--- config.mk ---
export PLATFORM = sky130hd
export DESIGN_NAME = next_pc_unit
export DESIGN_NICKNAME = d
export VERILOG_FILES = /design/src/rtl/next_pc_pkg.sv /design/src/rtl/next_pc_unit.sv
export SDC_FILE = /design/constraint.sdc
export NUM_CORES = 1
export LEC_CHECK = 0
export CAP_MARGIN = 20
export CORE_MARGIN = 2
export CORE_UTILIZATION = 49
export DETAILED_ROUTE_END_ITERATION = 8
export DONT_BUFFER_PORTS = 1
export PLACE_DENSITY = 0.66
export SLEW_MARGIN = 10
export SYNTH_ARGS = -nofsm -noshare
export SYNTH_HDL_FRONTEND = slang
export SYNTH_SLANG_ARGS = --single-unit
--- constraint.sdc ---
create_clock -name clk -period 3.3 [get_ports clk]
set_clock_uncertainty 0.15 [all_clocks]
set_input_delay 0.33 -clock clk [delete_from_list [all_inputs] [get_ports clk]]
set_output_delay 0.33 -clock clk [all_outputs]
set_load 0.03 [all_outputs]
--- src/rtl/next_pc_pkg.sv ---
// Shared types and constants for the next-PC unit: instruction kinds,
// controller states and the instruction alignment mask.
package next_pc_pkg;

  // Control-flow class of the retiring instruction, encoded as on the kind port.
  typedef enum logic [1:0] {
    SEQ    = 2'b00,
    BRANCH = 2'b01,
    JAL    = 2'b10,
    JALR   = 2'b11
  } kind_t;

  // Controller states: idle, waiting on the branch comparator, committing.
  typedef enum logic [1:0] {
    IDLE    = 2'b00,
    WAIT_BR = 2'b01,
    COMMIT  = 2'b10
  } npc_state_t;

  // Low PC bits that must be zero for a legal (word-aligned) fetch target.
  localparam logic [1:0] INSTR_ALIGN_MASK = 2'b11;

endpackage : next_pc_pkg

--- src/rtl/next_pc_unit.sv ---
// Architectural program counter and next-PC computation for retiring
// instructions (sequential, conditional branch, JAL, JALR). Branch outcomes
// come from an external comparator launched with a one-cycle br_start pulse.
module next_pc_unit
  import next_pc_pkg::*;
#(
  parameter logic [31:0] RESET_VECTOR = 32'h0000_0000
) (
  input  logic        clk,
  input  logic        rst,
  input  logic        start,
  input  logic [1:0]  kind,
  input  logic [31:0] imm,
  input  logic [31:0] rs1,
  output logic        br_start,
  input  logic        br_done,
  input  logic        br_jump,
  output logic        done,
  output logic [31:0] pc,
  output logic [31:0] link,
  output logic        misaligned
);

  // Architectural and control state (current / next).
  npc_state_t  state_q,      state_d;
  logic [31:0] pc_q,         pc_d;
  logic [31:0] link_q,       link_d;
  logic        done_q,       done_d;
  logic        mis_q,        mis_d;
  logic        br_start_q,   br_start_d;

  // Operands captured with start, plus the comparator outcome.
  kind_t       kind_q,       kind_d;
  logic [31:0] imm_q,        imm_d;
  logic [31:0] rs1_q,        rs1_d;
  logic        taken_q,      taken_d;

  // Datapath: one shared adder for pc+imm / rs1+imm and a separate incrementer.
  logic [31:0] add_base;
  logic [31:0] add_sum;
  logic [31:0] pc_inc;
  logic [31:0] target;

  // Target datapath, evaluated from the latched operands and current PC.
  always_comb begin
    add_base = (kind_q == JALR) ? rs1_q : pc_q;
    add_sum  = add_base + imm_q;
    pc_inc   = pc_q + 32'd4;
    unique case (kind_q)
      SEQ:     target = pc_inc;
      BRANCH:  target = taken_q ? add_sum : pc_inc;
      JAL:     target = add_sum;
      JALR:    target = {add_sum[31:1], 1'b0};
      default: target = pc_inc;
    endcase
  end

  // Next-state and next-output logic for the IDLE / WAIT_BR / COMMIT controller.
  always_comb begin
    // NOTE: every signal gets a default before the case so no path leaves
    // one unassigned, which would otherwise infer a latch.
    state_d    = state_q;
    pc_d       = pc_q;
    link_d     = link_q;
    done_d     = 1'b0;
    mis_d      = 1'b0;
    br_start_d = 1'b0;
    kind_d     = kind_q;
    imm_d      = imm_q;
    rs1_d      = rs1_q;
    taken_d    = taken_q;

    unique case (state_q)
      IDLE: begin
        if (start) begin
          kind_d  = kind_t'(kind);
          imm_d   = imm;
          rs1_d   = rs1;
          taken_d = 1'b0;
          if (kind_t'(kind) == BRANCH) begin
            br_start_d = 1'b1;
            state_d    = WAIT_BR;
          end else begin
            state_d    = COMMIT;
          end
        end
      end

      WAIT_BR: begin
        // br_start falls back to its default of 0 here: a single-cycle pulse.
        if (br_done) begin
          taken_d = br_jump;
          state_d = COMMIT;
        end
      end

      COMMIT: begin
        done_d = 1'b1;
        link_d = pc_inc;
        if ((target[1:0] & INSTR_ALIGN_MASK) != 2'b00) begin
          mis_d = 1'b1;
        end else begin
          pc_d  = target;
        end
        state_d = IDLE;
      end

      default: state_d = IDLE;
    endcase
  end

  // State register; reset aborts any operation and drops pending results.
  always_ff @(posedge clk or negedge rst) begin
    if (!rst) begin
      state_q    <= IDLE;
      pc_q       <= RESET_VECTOR;
      link_q     <= '0;
      done_q     <= 1'b0;
      mis_q      <= 1'b0;
      br_start_q <= 1'b0;
      kind_q     <= SEQ;
      imm_q      <= '0;
      rs1_q      <= '0;
      taken_q    <= 1'b0;
    end else begin
      // NOTE: non-blocking assignments so every register samples the values
      // from before this edge, independent of statement order.
      state_q    <= state_d;
      pc_q       <= pc_d;
      link_q     <= link_d;
      done_q     <= done_d;
      mis_q      <= mis_d;
      br_start_q <= br_start_d;
      kind_q     <= kind_d;
      imm_q      <= imm_d;
      rs1_q      <= rs1_d;
      taken_q    <= taken_d;
    end
  end

  assign pc         = pc_q;
  assign link       = link_q;
  assign done       = done_q;
  assign misaligned = mis_q;
  assign br_start   = br_start_q;

endmodule : next_pc_unit

======== Yosys cells after proc, flatten, opt, wreduce, memory -nomap -nowiden ========
Index checks and enable logic that the tools add are counted.
cells by class
  add/sub/neg operators ................... 2
  bitwise logic cells ..................... 1
  mux-type cells .......................... 16
  reductions and logical operators ........ 8
  equal/unequal tests ..................... 8
operators with widths
  cell                     number
  $pmux W32 S4             1
  $mux W32                 2
  $add A32 B3 Y32 const B  1
  $add A32 B32 Y32         1
  $mux W1                  8
  $eq A2 B1 Y1 const B     3
  $eq A2 B2 Y1 const B     3
  $mux W2                  3
  $reduce_and A2 Y1        3
  $logic_not A2 Y1         2
  $ne A2 B2 Y1 const B     2
  $pmux W2 S2              1
  $reduce_bool A2 Y1       2
  $reduce_and A3 Y1        1
  $pmux W1 S2              1
  $not A1 Y1               1
word-level totals
  output and inout bits ................... 67
  register bits after elaboration ......... 136

======== Depth between registers and ports, before layout ========
  word-level depth ........................ 8
  depth in mapped cells ................... 13
  mapped depth without buffers ............ 12

======== Worst setup path after synthesis ========
OpenSTA, ideal clock, no wires.
  kind .................................... register to register
  start ................................... register kind_q[0]
  end ..................................... register pc_q[28] (netlist: pc[28])
  setup time .............................. 0.071 ns
  period minus slack after synthesis ...... 3.650 ns
  required time ........................... 3.079 ns
  data arrival time ....................... 3.429 ns
  slack ................................... -0.350 ns
  buffers on the path ..................... 1
  cell stages (with the launch flop) ...... 14
  cells stage by stage .................... dfrtp_1 nand2_1 buf_1 mux2_2 ha_1 fa_1 a21oi_1 nor2_1 o211ai_2 nand2b_1 a31oi_1 o22ai_1 or4b_2 nand4_1
between the ends
  longest elaborated chain between the ends .. 8
  elaborated cells on any way between the ends .. 11
  classes of those cells .................. add/sub: 1; eq/ne: 3; mux: 3; bitwise: 1; reduce/logical: 3
RTL lines
  what                         RTL line                                text
  start: declaration           next_pc_unit.sv:33                      kind_t kind_q, kind_d;
  start signal: assignment     next_pc_unit.sv:134                     kind_q <= kind_d;
  $eq A2 B2 Y1                 next_pc_unit.sv:46, next_pc_unit.sv:49
  $mux W32                     next_pc_unit.sv:46                      add_base = (kind_q == JALR) ? rs1_q : pc_q;
  $add A32 B32 Y32             next_pc_unit.sv:47                      add_sum = add_base + imm_q;
  $mux W32                     next_pc_unit.sv:51                      BRANCH: target = taken_q ? add_sum : pc_inc;
  $pmux W32 S4 *               next_pc_unit.sv:49                      unique case (kind_q)
  $reduce_bool A2 Y1           next_pc_unit.sv:100                     if ((target[1:0] & INSTR_ALIGN_MASK) != 2'b00) begin
  $not A1 Y1 (no line)         -
  $reduce_and A2 Y1 (no line)  -
  end signal: assignment       next_pc_unit.sv:129                     pc_q <= pc_d;
  end: declaration             next_pc_unit.sv:26                      logic [31:0] pc_q, pc_d;
Every way passes the cells marked *; elsewhere a longest branch is shown, timed or not.
A chain may end at the register's enable or synchronous reset.

======== Final worst setup path ========
  start ................................... register kind_q[1]
  end ..................................... register pc_q[28] (netlist: pc[28])
The elaborated chain is that of the path after synthesis.

==> run summary <==
====================================================================================
Status                                                                  finished with violations
Failing checks                                                          negative hold slack
Leakage                                                                     4.708 nW
Die Y                                                                       132.9 µm
EDFF count, synth                                                                  0
Fill count                                                                      1258
Family of cells with the greatest summed delay on the critical path     compound AO/OA/AOI/OAI gates
CTS tree                                                                        done
Avg Inst Size Synth                                                        9.665 µm²
Compound-gate portion of the synthesized area                                 0.1614
Root buffer cell                                                           clkbuf_16
Data arrival at the endpoint of the critical path                            3.50 ns
Main combinational cell family by area after synthesis                  compound AO/OA/AOI/OAI gates
Max transition margin                                                         0.5441
Multi-input gate area in the final layout                               0.004901 mm²
Worst setup slack before clock tree synthesis                            -0.02457 ns
Unrepaired setup endpoints after global routing                                 true
Share of final-layout standard cells stronger than drive strength 1           0.3218
Worst IR drop on VDD                                                       0.4829 mV
Count of inserted antenna diode cells                                              0
Synth Flop Type                                                              dfrtp_1
Cells after synthesis                                                            842
Number of levels the H-tree was split into                                         4
Residual DRC count                                                                 0
Number of distinct library cells after synthesis                                  64
Final net count                                                                 1104
Combined area of all synthesized cells                                  0.008138 mm²
Number of buffers and inverters on the critical path                               2
Adder and majority gate portion of the synthesized area                      0.05627
Setup WS post-layout                                                      0.01252 ns
Minimum clock period after layout                                           3.287 ns
Number of global-route vias before repair                                       7158
Core footprint                                                           0.01641 mm²
Depth of the critical timing path with buffers and inverters included             13
Number of rows in the core area                                                   47
Startpoint types                                                           flip-flop
Final period utilization                                                      0.9962
Fraction of synthesized area in multiplexers                                  0.1367
Part of the Yosys area used for sequential elements                           0.4182
Initial detailed-routing violation count                                         445
Asr flop ratio synth                                                           1.000
Critical path peak fanout                                                          5
Worst Reg2Reg Path Length in Cells                                                13
Minimum hold slack                                                        -0.5557 ns
Overall overflow remaining after global route                                      0
Worst-case clock buffer depth                                                      2
Worst path required time                                                     3.51 ns
Global placer's final weighted congestion                                     0.9410
Clk pin slew, worst setup/hold paths                                         0.06 ns
DR vias                                                                         7148
Maximum number of pins on one net before global-route repair                     137
Floorplan die area                                                       0.01765 mm²
Critical path capture point type                                           flip-flop
Sequential cell area                                                    0.003403 mm²
Die Wd                                                                      132.9 µm
Simple-gate portion of the synthesized area                                   0.1362
Worst min path class                                                     in -> async
Synthesized flop and latch total                                                 136
Total CTS buffers                                                                 17
I/O pin count                                                                    138
Max Clock Freq                                                            0.3042 GHz
Placed cell count                                                               1117
Number of max-cap violations                                                       0
Finished Layout Cells                                                           1230
Cell at the slowest stage of the critical path                                or4b_4
Power per standard cell area                                             1053 mW/mm²
Tot GR Track Use                                                              0.2820
Global-route wire length before repair                                      39060 µm
Final count of pins violating max slew                                             0
Average routed wire per standard cell                                       20.25 µm
Number of buffers added on ports                                                   0
Number of warnings issued by yosys                                                 0
Hpwl dp                                                                     17720 µm
Initial antenna violation count                                                    0
Net Count, Synth                                                                 949
Area growth from synthesis to layout                                          33.76%
Count of antenna-violating nets left after detailed routing                        0
Crit-path cells                                                         nand2_4, buf_12, clkbuf_16, mux2_2, ha_4, a21o_1, a21o_1, a21oi_1, o211ai_1, a21oi_2, o22ai_2, or4b_4, nand4_1
Number of hold buffers added after cts                                            70
# clock sinks                                                                    136
Synthesized-area fraction occupied by xor and xnor cells                     0.05812
Final hold vios                                                                  136
Worst-skew pair later-pin latency                                            0.43 ns
Kind of critical path                                                     reg -> reg
Most common cell type on the critical path                                    a21o_1
Final core utilization                                                        0.6635
Vias per Instance                                                              5.811
Effective utilization at floorplan                                            0.4960
Setup violations, final                                                            0
Worst Max-Slew Pin Slew                                                    0.6839 ns
Crit-path max cell delay                                                     0.48 ns
Total wire length                                                           24910 µm
1st-pass router iterations                                                         5
====================================================================================
report_power, final:
part           internal (mW)  switching (mW)  total (mW)  leakage [nW]
Combinational           2.89            3.58        6.47          2.78
Clock                   1.14           0.787        1.92         0.279
Sequential              2.21           0.864        3.07          1.65
Total                   6.23            5.23        11.5          4.71
through the flow:
| stage | total power, mW | area (µm²) | TNS (ns) |
|---|---|---|---|
| final | 11.46 | 10890 | 0 |
| after global routing | 12.17 | 10890 | -0.2976 |
| after CTS | 10.69 | 10330 | -0.009385 |
| after detailed placement | 8.646 | 9029 | -0.02457 |
| after global placement | 8.523 | 9029 | 0 |
| after floorplan | 6.544 | 8157 | 0 |
cells in the final DEF, fill, tap and decap left out, types with 4 or more instances in the layout:
master | netlist | layout
a21o_1 | 20 | 20
a21oi_1 | 65 | 51
a21oi_2 | 1 | 14
a31oi_1 | 5 | 4
and2_1 | 9 | 6
and3_1 | 6 | 6
buf_4 | 2 | 108
buf_6 | 0 | 5
clkbuf_16 | 0 | 19
clkinvlp_4 | 0 | 4
dfrtp_1 | 136 | 136
dlygate4sd3_1 | 0 | 70
ha_1 | 35 | 23
ha_4 | 0 | 12
inv_1 | 15 | 15
mux2_2 | 97 | 90
mux2_4 | 0 | 7
nand2_1 | 95 | 89
nand2_2 | 2 | 7
nand3_1 | 19 | 17
nand4_1 | 19 | 19
nor2_1 | 50 | 45
nor2_2 | 2 | 6
nor3_1 | 15 | 14
o21ai_0 | 50 | 47
o21ai_1 | 20 | 19
o21ai_2 | 0 | 4
o21bai_1 | 6 | 5
o22ai_1 | 6 | 5
xnor2_1 | 27 | 27
xor2_1 | 27 | 26
area by class of cell:
class,instances,share of cell area
Timing Repair Buffer,187,0.1523
Inverter,16,0.005517
Multi-Input combinational cell,639,0.4502
Tap cell,220,0.02529
Sequential cell,136,0.3126
Clock inverter,14,0.01368
Clock buffer,18,0.04034
worst paths after layout:
check,slack (ns),from,end
setup / recovery,0.01,kind_q[1],pc[28]
hold / removal,-0.56,rst,pc[2]
setup reg to reg,0.01,kind_q[1],pc[28]
hold reg to reg,0.36,rs1_q[7],rs1_q[7]
max in group asynchronous,3.26,rst,pc[12]
min in group clk,0.05,br_done,taken_q
cell usage after synthesis (8+ instances only):
cell type / instances / area share
dfrtp_1: 136 / 0.42
mux2_2: 97 / 0.13
nand2_1: 95 / 0.044
a21oi_1: 65 / 0.040
nor2_1: 50 / 0.023
o21ai_0: 50 / 0.031
clkbuf_1: 38 / 0.018
ha_1: 35 / 0.054
xnor2_1: 27 / 0.029
xor2_1: 27 / 0.029
a21o_1: 20 / 0.018
o21ai_1: 20 / 0.012
nand3_1: 19 / 0.012
nand4_1: 19 / 0.015
inv_1: 15 / 0.0069
nor3_1: 15 / 0.0092
and2_1: 9 / 0.0069
buf_2: 8 / 0.0049
per-layer routing:
metal | track usage | share of wire
met2 | 0.4206 | 0.44
met5 | 0 | 0
met3 | 0.06475 | 0.074
met4 | 0.07587 | 0.017
met1 | 0.4136 | 0.46
flip-flops by register name (all words and copies together), names as in the netlist:
register / cells
pc: 32
done: 1
link: 32
misaligned: 1
kind_q: 2
taken_q: 1
imm_q: 32
rs1_q: 32
br_start: 1
state_q: 2
cell families (layout without fill, tap and decap cells):
group                      after synthesis  count (layout)
buffers and inverters                   67             235
xor gates and xnor gates                54              54
adders and majority gates               36              36
AOI/OAI and AO/OA                      215             215
muxes                                   99              99
and+or+nand+nor                        235             235
DFF                                    136             136
timing repair:
action / CTS / global route
pin swaps: 0 / 33
endpoints found under the hold margin: 205 / 136
resized for setup: 3 / 77
endpoints found under the setup margin: 3 / 14
setup buffers: 0 / 8
cloned: 0 / 3
Power figures use the tool's default switching activity.
